===== src/rtl/call_request_manager_if.sv =====
// Call-button bus between the panel/controller side and the call request manager.
interface call_request_manager_if;
  logic [3:0] btn;
  logic [1:0] current_floor;
  logic       door_open;
  logic [3:0] req;
  logic       req_any;
  logic [2:0] pending_count;

  // Controller/panel side drives buttons and car status, consumes pending calls.
  modport master (
    output btn,
    output current_floor,
    output door_open,
    input  req,
    input  req_any,
    input  pending_count
  );

  // Manager side.
  modport slave (
    input  btn,
    input  current_floor,
    input  door_open,
    output req,
    output req_any,
    output pending_count
  );
endinterface


===== src/rtl/call_request_manager.sv =====
// Call request manager: synchronizes and debounces four floor-call buttons, latches
// debounced presses as pending calls and clears a call when the door opens at that floor.
module call_request_manager #(
  parameter int unsigned DEBOUNCE_CYCLES = 4
) (
  input  logic                 clk,
  input  logic                 rst_n,
  call_request_manager_if.slave bus
);

  localparam logic [3:0] CntMax = 4'(DEBOUNCE_CYCLES - 1);

  logic [3:0] sync1_q, sync2_q;
  logic [3:0] stable_q, stable_d;
  logic [3:0] cnt_q [4];
  logic [3:0] cnt_d [4];
  logic [3:0] press;
  logic [3:0] clear;
  logic [3:0] req_q, req_d;
  logic       req_any_q, req_any_d;
  logic [2:0] count_q, count_d;

  // Per-floor debounce: count consecutive disagreeing samples, accept at CntMax.
  always_comb begin
    stable_d = stable_q;
    press    = '0;
    for (int i = 0; i < 4; i++) begin
      cnt_d[i] = '0;
      if (sync2_q[i] != stable_q[i]) begin
        if (cnt_q[i] >= CntMax) begin
          stable_d[i] = sync2_q[i];
          // Only debounced rising levels are call events; releases are silent.
          press[i]    = sync2_q[i];
        end else begin
          cnt_d[i] = cnt_q[i] + 4'd1;
        end
      end
    end
  end

  // Pending-call update; service clear overrides a same-edge press on that floor.
  always_comb begin
    clear     = bus.door_open ? (4'b0001 << bus.current_floor) : 4'b0000;
    req_d     = (req_q | press) & ~clear;
    req_any_d = |req_d;
    count_d   = '0;
    for (int i = 0; i < 4; i++) begin
      count_d = count_d + {2'b00, req_d[i]};
    end
  end

  // State and registered outputs.
  always_ff @(posedge clk or negedge rst_n) begin
    if (!rst_n) begin
      sync1_q   <= '0;
      sync2_q   <= '0;
      stable_q  <= '0;
      for (int i = 0; i < 4; i++) begin
        cnt_q[i] <= '0;
      end
      req_q     <= '0;
      req_any_q <= 1'b0;
      count_q   <= '0;
    end else begin
      sync1_q   <= bus.btn;
      sync2_q   <= sync1_q;
      stable_q  <= stable_d;
      for (int i = 0; i < 4; i++) begin
        cnt_q[i] <= cnt_d[i];
      end
      req_q     <= req_d;
      req_any_q <= req_any_d;
      count_q   <= count_d;
    end
  end

  assign bus.req           = req_q;
  assign bus.req_any       = req_any_q;
  assign bus.pending_count = count_q;

endmodule


===== src/flat_wrapper.sv =====
// flat-port wrapper written by rule: the top's interface ports become plain ports
module call_request_manager_flat 
#(
  parameter int unsigned DEBOUNCE_CYCLES = 4
)
  (clk, rst_n, bus_btn, bus_current_floor, bus_door_open, bus_req, bus_req_any, bus_pending_count);
  call_request_manager_if bus_i ();
  input  logic clk;
  input  logic rst_n;
  input wire logic [$bits(bus_i.btn)-1:0] bus_btn;
  input wire logic [$bits(bus_i.current_floor)-1:0] bus_current_floor;
  input wire logic [$bits(bus_i.door_open)-1:0] bus_door_open;
  output wire logic [$bits(bus_i.req)-1:0] bus_req;
  output wire logic [$bits(bus_i.req_any)-1:0] bus_req_any;
  output wire logic [$bits(bus_i.pending_count)-1:0] bus_pending_count;
  assign bus_i.btn = bus_btn;
  assign bus_i.current_floor = bus_current_floor;
  assign bus_i.door_open = bus_door_open;
  assign bus_req = bus_i.req;
  assign bus_req_any = bus_i.req_any;
  assign bus_pending_count = bus_i.pending_count;
  call_request_manager #(.DEBOUNCE_CYCLES(DEBOUNCE_CYCLES)) u_core (.clk(clk), .rst_n(rst_n), .bus(bus_i));
endmodule

===== config.mk =====
export PLATFORM = sky130hd
export DESIGN_NAME = call_request_manager_flat
export DESIGN_NICKNAME = d
export VERILOG_FILES = /design/src/rtl/call_request_manager_if.sv /design/src/rtl/call_request_manager.sv /design/src/flat_wrapper.sv
export SDC_FILE = /design/constraint.sdc
export NUM_CORES = 1
export LEC_CHECK = 0
export CORE_UTILIZATION = 25
export CTS_CLUSTER_DIAMETER = 30
export CTS_CLUSTER_SIZE = 12
export DETAILED_ROUTE_END_ITERATION = 16
export HOLD_SLACK_MARGIN = 0.02
export SLEW_MARGIN = 20
export SYNTH_ARGS = -nofsm -noshare
export SYNTH_HDL_FRONTEND = slang
export SYNTH_SLANG_ARGS = --single-unit

===== constraint.sdc =====
create_clock -name clk -period 2.85 [get_ports clk]
set_clock_uncertainty 0.05 [all_clocks]
set_input_delay 0.57 -clock clk [delete_from_list [all_inputs] [get_ports clk]]
set_output_delay 0.57 -clock clk [all_outputs]
set_load 0.005 [all_outputs]

==> impl_metrics.env <==
export IMPL_status="finished clean"
export IMPL_rows=26
export IMPL_num_antenna_cells=0
export IMPL_drcViolationCount=0
export IMPL_period_needed_ns=2.29
export IMPL_cts_sinks=36
export IMPL_synth_main_ff_cell="dfrtp_1"
export IMPL_synth_edf_count=0
export IMPL_grt_pass1_vias=821
export IMPL_period_share_pct=80.5
export IMPL_whs_path_depth=0
export IMPL_yosys_area_top_type="dfrtp_1"
export IMPL_drt_iter0_drc=24
export IMPL_cts_resized=0
export IMPL_fmax_mhz=436
export IMPL_syn_area_um2=1320
export IMPL_grt_max_degree=37
export IMPL_fin_util_pct=33.2
export IMPL_io_buffers=16
export IMPL_clk_path_buf_depth=2
export IMPL_h_tree_depth=2
export IMPL_yosys_top_cells_count="dfrtp_1 (36), ha_1 (7), nand2_1 (5), nor3_1 (5)"
export IMPL_endpoint_kind="flip-flop"
export IMPL_crit_family="adder cells"
export IMPL_ir_worst_vdd_v=0.000231
export IMPL_nNetsFinal=138
export IMPL_synth_top_area_share_pct=68.3
export IMPL_worstRegToRegCells=7
export IMPL_fp_dieH_um=74.6
export IMPL_crit_path_max_fanout=4
export IMPL_grt_first_pass_wirelength_um=3660
export IMPL_hold_violations=0
export IMPL_slew_violations=0
export IMPL_max_cap_violations=0
export IMPL_dieArea_um2=5570
export IMPL_worstPathBufferInverterCount=0
export IMPL_wl_um=2080
export IMPL_cts_hold_buffers=0
export IMPL_tns_ns=0
export IMPL_crit_chain="ha_1 > nor3_1 > nor3b_1 > o22ai_1 > ha_1 > fa_1 > ha_1"
export IMPL_yosysMostFrequentCell="dfrtp_1"
export IMPL_min_path_type="flip-flop to flip-flop"
export IMPL_final_cells=192
export IMPL_cp_common_cell="ha_1"
export IMPL_synthTopCellsByArea="dfrtp_1 (68%), ha_1 (6.6%), mux2_2 (2.6%), xor2_1 (2.0%), and3_1 (1.9%)"
export IMPL_start_kind="flip-flop"
export IMPL_core_um2=5110
export IMPL_die_w_um=74.6
export IMPL_ys_types=24
export IMPL_io_pins=17
export IMPL_async_flop_share_pct=100
export IMPL_cts_tree="built"
export IMPL_finalSetupViolCount=0
export IMPL_grt_usage_pct=9.59
export IMPL_antenna_found_initial=0
export IMPL_clk_latency_ns=0.28
export IMPL_post_cts_buffers=0
export IMPL_dr_pass1_iters=4
export IMPL_cts_root_buf="clkbuf_8"
export IMPL_grt_overflow_total=0
export IMPL_place_congestion=0.745
export IMPL_clkTransAtPathRegs_ns=0.07
export IMPL_yosysSeqAreaShare_pct=68.3
export IMPL_postSynthAreaPerCell_um2=14.5
export IMPL_p_leak_nw=0.779
export IMPL_viasPerCell=3.93
export IMPL_cp_slowest_cell="dfrtp_1"
export IMPL_synth_seq_cells=36
export IMPL_max_stage_delay_ns=0.38
export IMPL_worstSetupPathDepth=7
export IMPL_hpwl_um=1490
export IMPL_cts_buffers_inserted=5
export IMPL_yosys_warnings=0
export IMPL_power_density_nw_per_um2=696
export IMPL_crit_type="flip-flop to flip-flop"
export IMPL_syn_inst=91
export IMPL_rsz0062_at_grt="no"
export IMPL_drive_above_1_share_pct=10.7
export IMPL_wl_per_cell_um=10.8
export IMPL_initial_core_util_pct=25.8
export IMPL_vias=755
export IMPL_arrival_ns=2.41
export IMPL_dp_cells=184
export IMPL_ant_nets=0
export IMPL_area_delta_synth_final_pct=28.7
export IMPL_crit_required_ns=2.97
-- placed cells by master, fill, tap and decap left out, drive strengths merged, types with 3 or more instances in the layout --
cell           count
mux2               4
nor2               4
conb               8
nor3               5
clkbuf             6
xor2               3
o22ai              3
dfrtp             36
and3               4
nor3b              3
ha                 7
nand2              5
clkdlybuf4s50     16
-- worst register-to-register path, stage by stage (launching register included) --
cell and delay [ns]:
dfrtp_1 0.38, ha_1 0.20, nor3_1 0.32, nor3b_1 0.14, o22ai_1 0.16, ha_1 0.27, fa_1 0.38, ha_1 0.29
-- state kept, by name, indices dropped and copies added, names as in the netlist --
register                  cells
u_core.sync2_q                4
u_core.stable_q               4
u_core.sync1_q                4
u_core.bus.req_any            1
u_core.bus.pending_count      3
u_core.cnt_q                 16
u_core.bus.req                4
-- logic make-up (layout without fill, tap and decap cells) --
family / count (synthesis) / in the layout / synth area share (%)
AOI/OAI and AO/OA: 9 / 9 / 4.65
xor gates and xnor gates: 4 / 4 / 2.66
adders and majority gates: 8 / 8 / 8.16
buffers and inverters: 3 / 27 / 1.42
DFF: 36 / 36 / 68.3
muxes: 4 / 4 / 3.70
other: 1 / 8 / 0.284
and+or+nand+nor: 26 / 26 / 10.8
-- report_power, final --
| part | switching, mW | total (mW) | leakage, nW | internal [mW] |
|---|---|---|---|---|
| Sequential | 0.0306 | 0.591 | 0.434 | 0.560 |
| Combinational | 0.0665 | 0.161 | 0.289 | 0.0942 |
| Clock | 0.170 | 0.429 | 0.0552 | 0.259 |
-- per-stage QoR --
stage / hold slack, ns / setup WS, ns / area (um2) / total power [mW]
after global placement: 0.284 / 0.403 / 1590 / 0.754
after detailed placement: 0.289 / 0.344 / 1590 / 0.762
after CTS: 0.306 / 0.550 / 1700 / 1.20
after global routing: 0.312 / 0.386 / 1700 / 1.25
final: 0.303 / 0.556 / 1700 / 1.18
after floorplan: 0.224 / 0.751 / 1350 / 0.658
-- metal layers --
layer | track usage (%) | wire length, um | up-vias
met5 | 0 | 0 | -
met4 | 5.66 | 19 | 0
met3 | 5.22 | 193 | 4
met2 | 12.5 | 849 | 27
met1 | 12.4 | 1010 | 358
li1 | - | - | 366
-- worst paths after layout --
check | start | to | slack [ns]
setup / recovery | u_core.cnt_q[12] | u_core.bus.pending_count[1] | 0.56
hold / removal | u_core.sync1_q[2] | u_core.sync2_q[2] | 0.30
setup reg to reg | u_core.cnt_q[12] | u_core.bus.pending_count[1] | 0.56
hold reg to reg | u_core.sync1_q[2] | u_core.sync2_q[2] | 0.30
max in group asynchronous | rst_n | u_core.stable_q[0] | 1.79
min in group asynchronous | rst_n | u_core.sync1_q[3] | 0.65
-- cell type report --
cell class,instances,area (um2)
fillers,518,3410
repair buffers,17,168
inverters,2,7.51
clock inverters,2,35.0
well taps,70,87.6
clock buffers,6,72.6
multi-input cells,59,425
flip-flops and latches,36,901
Power figures use the tool's default switching activity.
